**src/rtl/sccb_pkg.sv**
```systemverilog
// Shared types and constants for the SCCB command arbiter.
package sccb_pkg;

    typedef enum logic [1:0] {IDLE, ISSUE, GAP} state_t;

    localparam logic [7:0] COM7_ADDR      = 8'h12;
    localparam int         COM7_RESET_BIT = 7;

    localparam int DEF_GAP_CYCLES        = 256;
    localparam int DEF_RESET_WAIT_CYCLES = 250000;
    localparam int DEF_CNT_W             = 18;

endpackage

```
**src/rtl/sccb_rr_pick.sv**
```systemverilog
// Combinational round-robin picker: first set request at or after ptr.
module sccb_rr_pick #(
    parameter int N     = 2,
    parameter int IDX_W = (N > 1) ? $clog2(N) : 1
) (
    input  logic [N-1:0]     req,
    input  logic [IDX_W-1:0] ptr,
    output logic [N-1:0]     gnt_oh,
    output logic [IDX_W-1:0] gnt_idx,
    output logic             any_req
);

    logic [IDX_W:0] pos;
    logic           found;

    assign any_req = |req;

    always_comb begin
        gnt_oh  = '0;
        gnt_idx = '0;
        found   = 1'b0;
        pos     = '0;
        for (int i = 0; i < N; i++) begin
            pos = {1'b0, ptr} + (IDX_W+1)'(i);
            if (pos >= (IDX_W+1)'(N)) begin
                pos = pos - (IDX_W+1)'(N);
            end
            if (!found && req[pos[IDX_W-1:0]]) begin
                found                     = 1'b1;
                gnt_oh[pos[IDX_W-1:0]]    = 1'b1;
                gnt_idx                   = pos[IDX_W-1:0];
            end
        end
    end

endmodule

```
**src/rtl/sccb_cmd_arbiter.sv**
```systemverilog
// Round-robin arbiter feeding one SCCB sender, with post-command gap
// and an extended gap after a COM7 soft-reset write.
module sccb_cmd_arbiter
    import sccb_pkg::*;
#(
    parameter int NUM_REQ           = 2,
    parameter int GAP_CYCLES        = DEF_GAP_CYCLES,
    parameter int RESET_WAIT_CYCLES = DEF_RESET_WAIT_CYCLES,
    parameter int CNT_W             = DEF_CNT_W
) (
    input  logic                 clk,
    input  logic                 rst_n,
    input  logic [NUM_REQ-1:0]   req,
    input  logic [NUM_REQ-1:0]   lock,
    input  logic [16*NUM_REQ-1:0] cmd,
    output logic [NUM_REQ-1:0]   ack,
    output logic                 busy,
    output logic                 snd_send,
    output logic [7:0]           snd_register,
    output logic [7:0]           snd_value,
    input  logic                 snd_taken
);

    localparam int IDX_W = (NUM_REQ > 1) ? $clog2(NUM_REQ) : 1;
    localparam logic [CNT_W-1:0] GAP_LD = CNT_W'(GAP_CYCLES - 1);
    localparam logic [CNT_W-1:0] RST_LD = CNT_W'(RESET_WAIT_CYCLES - 1);

    state_t               state_q, state_d;
    logic [IDX_W-1:0]     ptr_q, ptr_d, ptr_next;
    logic [IDX_W-1:0]     grant_q, pick_idx;
    logic [NUM_REQ-1:0]   grant_oh_q, pick_oh;
    logic                 any_req;
    logic [CNT_W-1:0]     cnt_q, cnt_d;
    logic [15:0]          cmd_sel;
    logic                 soft_rst;
    logic                 send_d, busy_d;
    logic [NUM_REQ-1:0]   ack_d;

    sccb_rr_pick #(
        .N     (NUM_REQ),
        .IDX_W (IDX_W)
    ) u_pick (
        .req     (req),
        .ptr     (ptr_q),
        .gnt_oh  (pick_oh),
        .gnt_idx (pick_idx),
        .any_req (any_req)
    );

    always_comb begin
        cmd_sel = '0;
        for (int i = 0; i < NUM_REQ; i++) begin
            if (pick_oh[i]) cmd_sel = cmd_sel | cmd[16*i +: 16];
        end
    end

    assign soft_rst = (snd_register == COM7_ADDR) &&
                      snd_value[COM7_RESET_BIT];

    assign ptr_next = (grant_q == IDX_W'(NUM_REQ - 1)) ?
                      '0 : grant_q + 1'b1;

    always_ff @(posedge clk or negedge rst_n) begin
        if (!rst_n) state_q <= IDLE;
        else        state_q <= state_d;
    end

    always_comb begin
        state_d = state_q;
        unique case (state_q)
            IDLE:    if (any_req) state_d = ISSUE;
            ISSUE:   if (snd_taken) state_d = GAP;
            GAP:     if (cnt_q == '0) state_d = IDLE;
            default: state_d = IDLE;
        endcase
    end

    always_comb begin
        send_d = (state_d == ISSUE);
        busy_d = (state_d != IDLE);
        ack_d  = (state_q == ISSUE && snd_taken) ? grant_oh_q : '0;
    end

    // Lock keeps the pointer on the current winner for its next command.
    always_comb begin
        cnt_d = cnt_q;
        ptr_d = ptr_q;
        unique case (state_q)
            ISSUE: if (snd_taken) cnt_d = soft_rst ? RST_LD : GAP_LD;
            GAP: begin
                if (cnt_q == '0) begin
                    ptr_d = |(lock & grant_oh_q) ? grant_q : ptr_next;
                end else begin
                    cnt_d = cnt_q - 1'b1;
                end
            end
            default: ;
        endcase
    end

    always_ff @(posedge clk or negedge rst_n) begin
        if (!rst_n) begin
            ptr_q        <= '0;
            cnt_q        <= '0;
            grant_q      <= '0;
            grant_oh_q   <= '0;
            snd_register <= '0;
            snd_value    <= '0;
        end else begin
            ptr_q <= ptr_d;
            cnt_q <= cnt_d;
            if (state_q == IDLE && any_req) begin
                grant_q      <= pick_idx;
                grant_oh_q   <= pick_oh;
                snd_register <= cmd_sel[15:8];
                snd_value    <= cmd_sel[7:0];
            end
        end
    end

    always_ff @(posedge clk or negedge rst_n) begin
        if (!rst_n) begin
            snd_send <= 1'b0;
            busy     <= 1'b0;
            ack      <= '0;
        end else begin
            snd_send <= send_d;
            busy     <= busy_d;
            ack      <= ack_d;
        end
    end

endmodule

```
**config.mk**
```make
export PLATFORM = sky130hd
export DESIGN_NAME = sccb_cmd_arbiter
export DESIGN_NICKNAME = d
export VERILOG_FILES = /design/src/rtl/sccb_pkg.sv /design/src/rtl/sccb_rr_pick.sv /design/src/rtl/sccb_cmd_arbiter.sv
export SDC_FILE = /design/constraint.sdc
export NUM_CORES = 1
export LEC_CHECK = 0
export ABC_AREA = 1
export CAP_MARGIN = 20
export CORE_MARGIN = 3
export CORE_UTILIZATION = 47
export DETAILED_ROUTE_END_ITERATION = 12
export HOLD_SLACK_MARGIN = 0.12
export PLACE_DENSITY = 0.86
export SYNTH_ARGS = -nofsm -noshare
export SYNTH_HDL_FRONTEND = slang
export SYNTH_HIERARCHICAL = 1
export SYNTH_SLANG_ARGS = --single-unit
```
**constraint.sdc**
```tcl
create_clock -name clk -period 3.78 [get_ports clk]
set_clock_uncertainty 0.2 [all_clocks]
set_input_delay 0.378 -clock clk [delete_from_list [all_inputs] [get_ports clk]]
set_output_delay 0.378 -clock clk [all_outputs]
set_load 0.03 [all_outputs]
```
==> flow_summary.ini <==
[global_route]
grt_util_all_layers_pct = 19.7
grt_pass1_wl_um = 9660
grt_pass1_vias = 2169
grt_overflow_total = 0
grt_antenna_before_repair = 0
pin_count_of_the_biggest_net_entering_global_routing = 45

[worst_hold_path]
kind_of_path_behind_the_tightest_hold_check = in -> async

[routing]
num_vias = 2176
detail_route.drc_violations = 0
via_per_inst = 5.23
final_antenna_net_count = 0
drt_first_iter_violations = 151
routed_wirelength_um = 5530
first_pass_iters = 5
wl_cell_um = 13.3

[setup_path]
path_cells = clkdlybuf4s50_1
worstPathRequired_ns = 3.20
critical_path.top_delay_family = buffers and inverters
setup.worst_path.end_class = primary output
critPathLaunchType = flop
timing_worst_setup_path_type = reg -> out
critPathMaxFanout = 3
worst_path_max_delay_cell = sky130_fd_sc_hd__clkdlybuf4s50_1
cp.arrival_ns = 1.38
crit_path_max_incr_delay_ns = 0.69
cp_num_buf_inv = 1

[pwr]
comb_power_share_pct = 48.7
ir_drop_uv = 374
p_int_mw = 1.21
totalPowerFinal_mw = 2.16
net-switching-power_mw = 0.956
p_seq_share_pct = 36.9
total_leakage_power_nw = 1.39
power.share.switching_pct = 44.2
clkPwrFrac_pct = 14.4
power_density_nw_per_um2 = 676

[timing]
hold_viol_final = 0
grt_setup_unrepaired = false
period_minus_slack_ns = 1.96
timing.fmax_mhz = 510
final_min_period_over_clock_period_pct = 51.9
layout_setup_ws_ns = 1.82
hold_ws_ns = 0.233
worst-slew-pin-transition_ns = 0.346
report.final.slew_viol_count = 0
max_slew_margin_pct = 76.9
setup_tns_ns = 0
final_setup_violation_count = 0

[die]
coreArea_um2 = 4910
die_area_um2 = 6160
die_h_um = 78.5
fp.dieW_um = 78.5
fp-row-count = 25
initial_core_util_pct = 50.3
floorplan.io_pins = 59

[final_layout]
flow.area_growth_from_synthesis_pct = 29.5
antenna_cells = 0
nFillCells = 412
finish.instance_area_um2 = 3200
final_core_utilization_pct = 65.1
layout.area.seq_um2 = 1100
stdcell_count = 416
area_used_by_multi_input_combinational_logic_um2 = 1190
drive_above_1_share_pct = 12.0
design.final.nets = 389

[synth]
synth-seq-cells = 44
synthesis.area_um2 = 2470
ys_types = 34
synthesis.instances = 289
syn-num-nets = 330
yosys_warnings = 6
avgSynthCellArea_um2 = 8.55
synth_seq_area_share_pct = 44.6

[clock_network]
cts-buffers-inserted = 5
clock_insertion_delay_worst_skew_ns = 0.30
htree_num_levels = 2
cts_tree = yes
clock_sinks = 44
cts_root_buf = sky130_fd_sc_hd__clkbuf_8
clk_pin_slew_worst_paths_ns = 0.08
cts_resized = 0
clockBufferDepth = 2

[place]
gp_congestion = 0.877
detailed_place.area_um2 = 3080
port-buffer-count = 58
dpl.hpwl_um = 4150
detailedPlace.worstSlack_ns = 1.72
placedCellCount = 406

[flow_run]
cap_viol_max_count = 0

[status]
run_status = finished clean
==> kinds of logic after synthesis <==
family | Yosys count | synth area share (%)
AND/OR/NAND/NOR | 139 | 30.1
buffers and inverters | 37 | 7.09
adder cells (fa/ha/maj) | 2 | 1.01
flip-flops | 44 | 44.6
XOR/XNOR | 5 | 1.77
AO/OA/AOI/OAI | 62 | 15.4
==> registers in the layout, indices dropped and copies added, names as in the netlist, 2 cells and up <==
| register | cells |
|---|---|
| cnt_q | 18 |
| ack | 2 |
| snd_register | 8 |
| state_q | 2 |
| snd_value | 8 |
| grant_oh_q | 2 |
==> power groups by stage <==
stage / Clock [mW] / Sequential, mW / Combinational [mW]
global route: 0.338 / 0.825 / 1.17
CTS: 0.317 / 0.798 / 1.06
detailed placement: 0 / 0.805 / 1.05
global placement: 0 / 0.801 / 1.03
floorplan: 0 / 0.948 / 0.592
finish: 0.312 / 0.798 / 1.05
==> cells in the mapped netlist <==
cell type	n	area [um^2]
sky130_fd_sc_hd__nand3_1	24	120
sky130_fd_sc_hd__clkbuf_1	4	15.0
sky130_fd_sc_hd__nand2_4	2	22.5
sky130_fd_sc_hd__nor2_2	3	18.8
sky130_fd_sc_hd__or2_1	1	6.26
sky130_fd_sc_hd__buf_12	1	20.0
sky130_fd_sc_hd__a22oi_1	16	120
sky130_fd_sc_hd__xor2_1	3	26.3
sky130_fd_sc_hd__buf_6	2	22.5
sky130_fd_sc_hd__xnor2_1	2	17.5
sky130_fd_sc_hd__nand4_1	7	43.8
sky130_fd_sc_hd__nor2_4	6	67.6
sky130_fd_sc_hd__dfrtp_1	44	1100
sky130_fd_sc_hd__a22o_1	1	8.76
sky130_fd_sc_hd__a21oi_1	10	50.1
sky130_fd_sc_hd__inv_2	2	7.51
sky130_fd_sc_hd__nor2_8	1	20.0
sky130_fd_sc_hd__nand2_2	5	31.3
sky130_fd_sc_hd__nor2_1	29	109
sky130_fd_sc_hd__inv_1	24	90.1
sky130_fd_sc_hd__o31ai_1	2	15.0
sky130_fd_sc_hd__o21ai_2	2	17.5
sky130_fd_sc_hd__nand4_2	1	12.5
sky130_fd_sc_hd__nand2_8	2	40.0
sky130_fd_sc_hd__o21ai_0	26	130
sky130_fd_sc_hd__nand2_1	52	195
sky130_fd_sc_hd__a21o_1	2	15.0
sky130_fd_sc_hd__a21oi_2	2	17.5
sky130_fd_sc_hd__nor3_1	2	10.0
sky130_fd_sc_hd__nand3_2	3	30.0
sky130_fd_sc_hd__nand3_4	1	17.5
sky130_fd_sc_hd__ha_1	2	25.0
sky130_fd_sc_hd__o21bai_1	1	7.51
sky130_fd_sc_hd__buf_2	4	20.0
==> layout make-up <==
class                   count  area share, %
multi-input cells         208           37.3
clock buffers               7           2.70
clock inverters             1          0.235
inverters                  26           3.05
flip-flops and latches     44           34.4
repair buffers             63           19.6
well taps                  67           2.62
==> layout by cell type (no fill, tap or decap), types with 2 or more instances in the layout <==
cell type and instances:
sky130_fd_sc_hd__clkdlybuf4s50_1 57, sky130_fd_sc_hd__nand2_1 52, sky130_fd_sc_hd__dfrtp_1 44, sky130_fd_sc_hd__nor2_1 29, sky130_fd_sc_hd__o21ai_0 26, sky130_fd_sc_hd__inv_1 24, sky130_fd_sc_hd__nand3_1 24, sky130_fd_sc_hd__a22oi_1 16
sky130_fd_sc_hd__a21oi_1 10, sky130_fd_sc_hd__nand4_1 7, sky130_fd_sc_hd__nor2_4 6, sky130_fd_sc_hd__clkbuf_8 6, sky130_fd_sc_hd__nand2_2 5, sky130_fd_sc_hd__nor2_2 3, sky130_fd_sc_hd__nand3_2 3, sky130_fd_sc_hd__xor2_1 3
sky130_fd_sc_hd__buf_4 3, sky130_fd_sc_hd__inv_2 2, sky130_fd_sc_hd__o31ai_1 2, sky130_fd_sc_hd__nand2_4 2, sky130_fd_sc_hd__nand2_8 2, sky130_fd_sc_hd__nor3_1 2, sky130_fd_sc_hd__a21oi_2 2, sky130_fd_sc_hd__a21o_1 2
sky130_fd_sc_hd__xnor2_1 2, sky130_fd_sc_hd__o21ai_2 2, sky130_fd_sc_hd__ha_1 2
==> worst paths after layout <==
check / from / to / slack [ns] / cells past startpoint
min reg2reg: snd_value[1]$_DFFE_PN0P_ / snd_value[1]$_DFFE_PN0P_ / 0.29 / 2
min in group clk: snd_value[1]$_DFFE_PN0P_ / snd_value[1]$_DFFE_PN0P_ / 0.29 / 2
max in group asynchronous: rst_n / snd_value[1]$_DFFE_PN0P_ / 2.70 / 3
min: rst_n / ack[0]$_DFF_PN0_ / 0.23 / 2
max reg2reg: cnt_q[0]$_DFFE_PN0P_ / busy$_DFF_PN0_ / 1.86 / 8
max: snd_register[4]$_DFFE_PN0P_ / snd_register[4] / 1.82 / 1
==> timing repair <==
item,in CTS,in global routing
hold endpoints to repair,44,0
hold buffers,1,0
setup buffers,0,0
==> routing by layer <==
metal	part of all wire (%)	routed length, um	global-route usage [%]
met3	7.8	430	7.00
met5	0	0	0
met1	44	2410	25.1
met4	1.7	94	7.52
met2	47	2590	30.6
No activity file was read; power rests on OpenSTA's default activity.
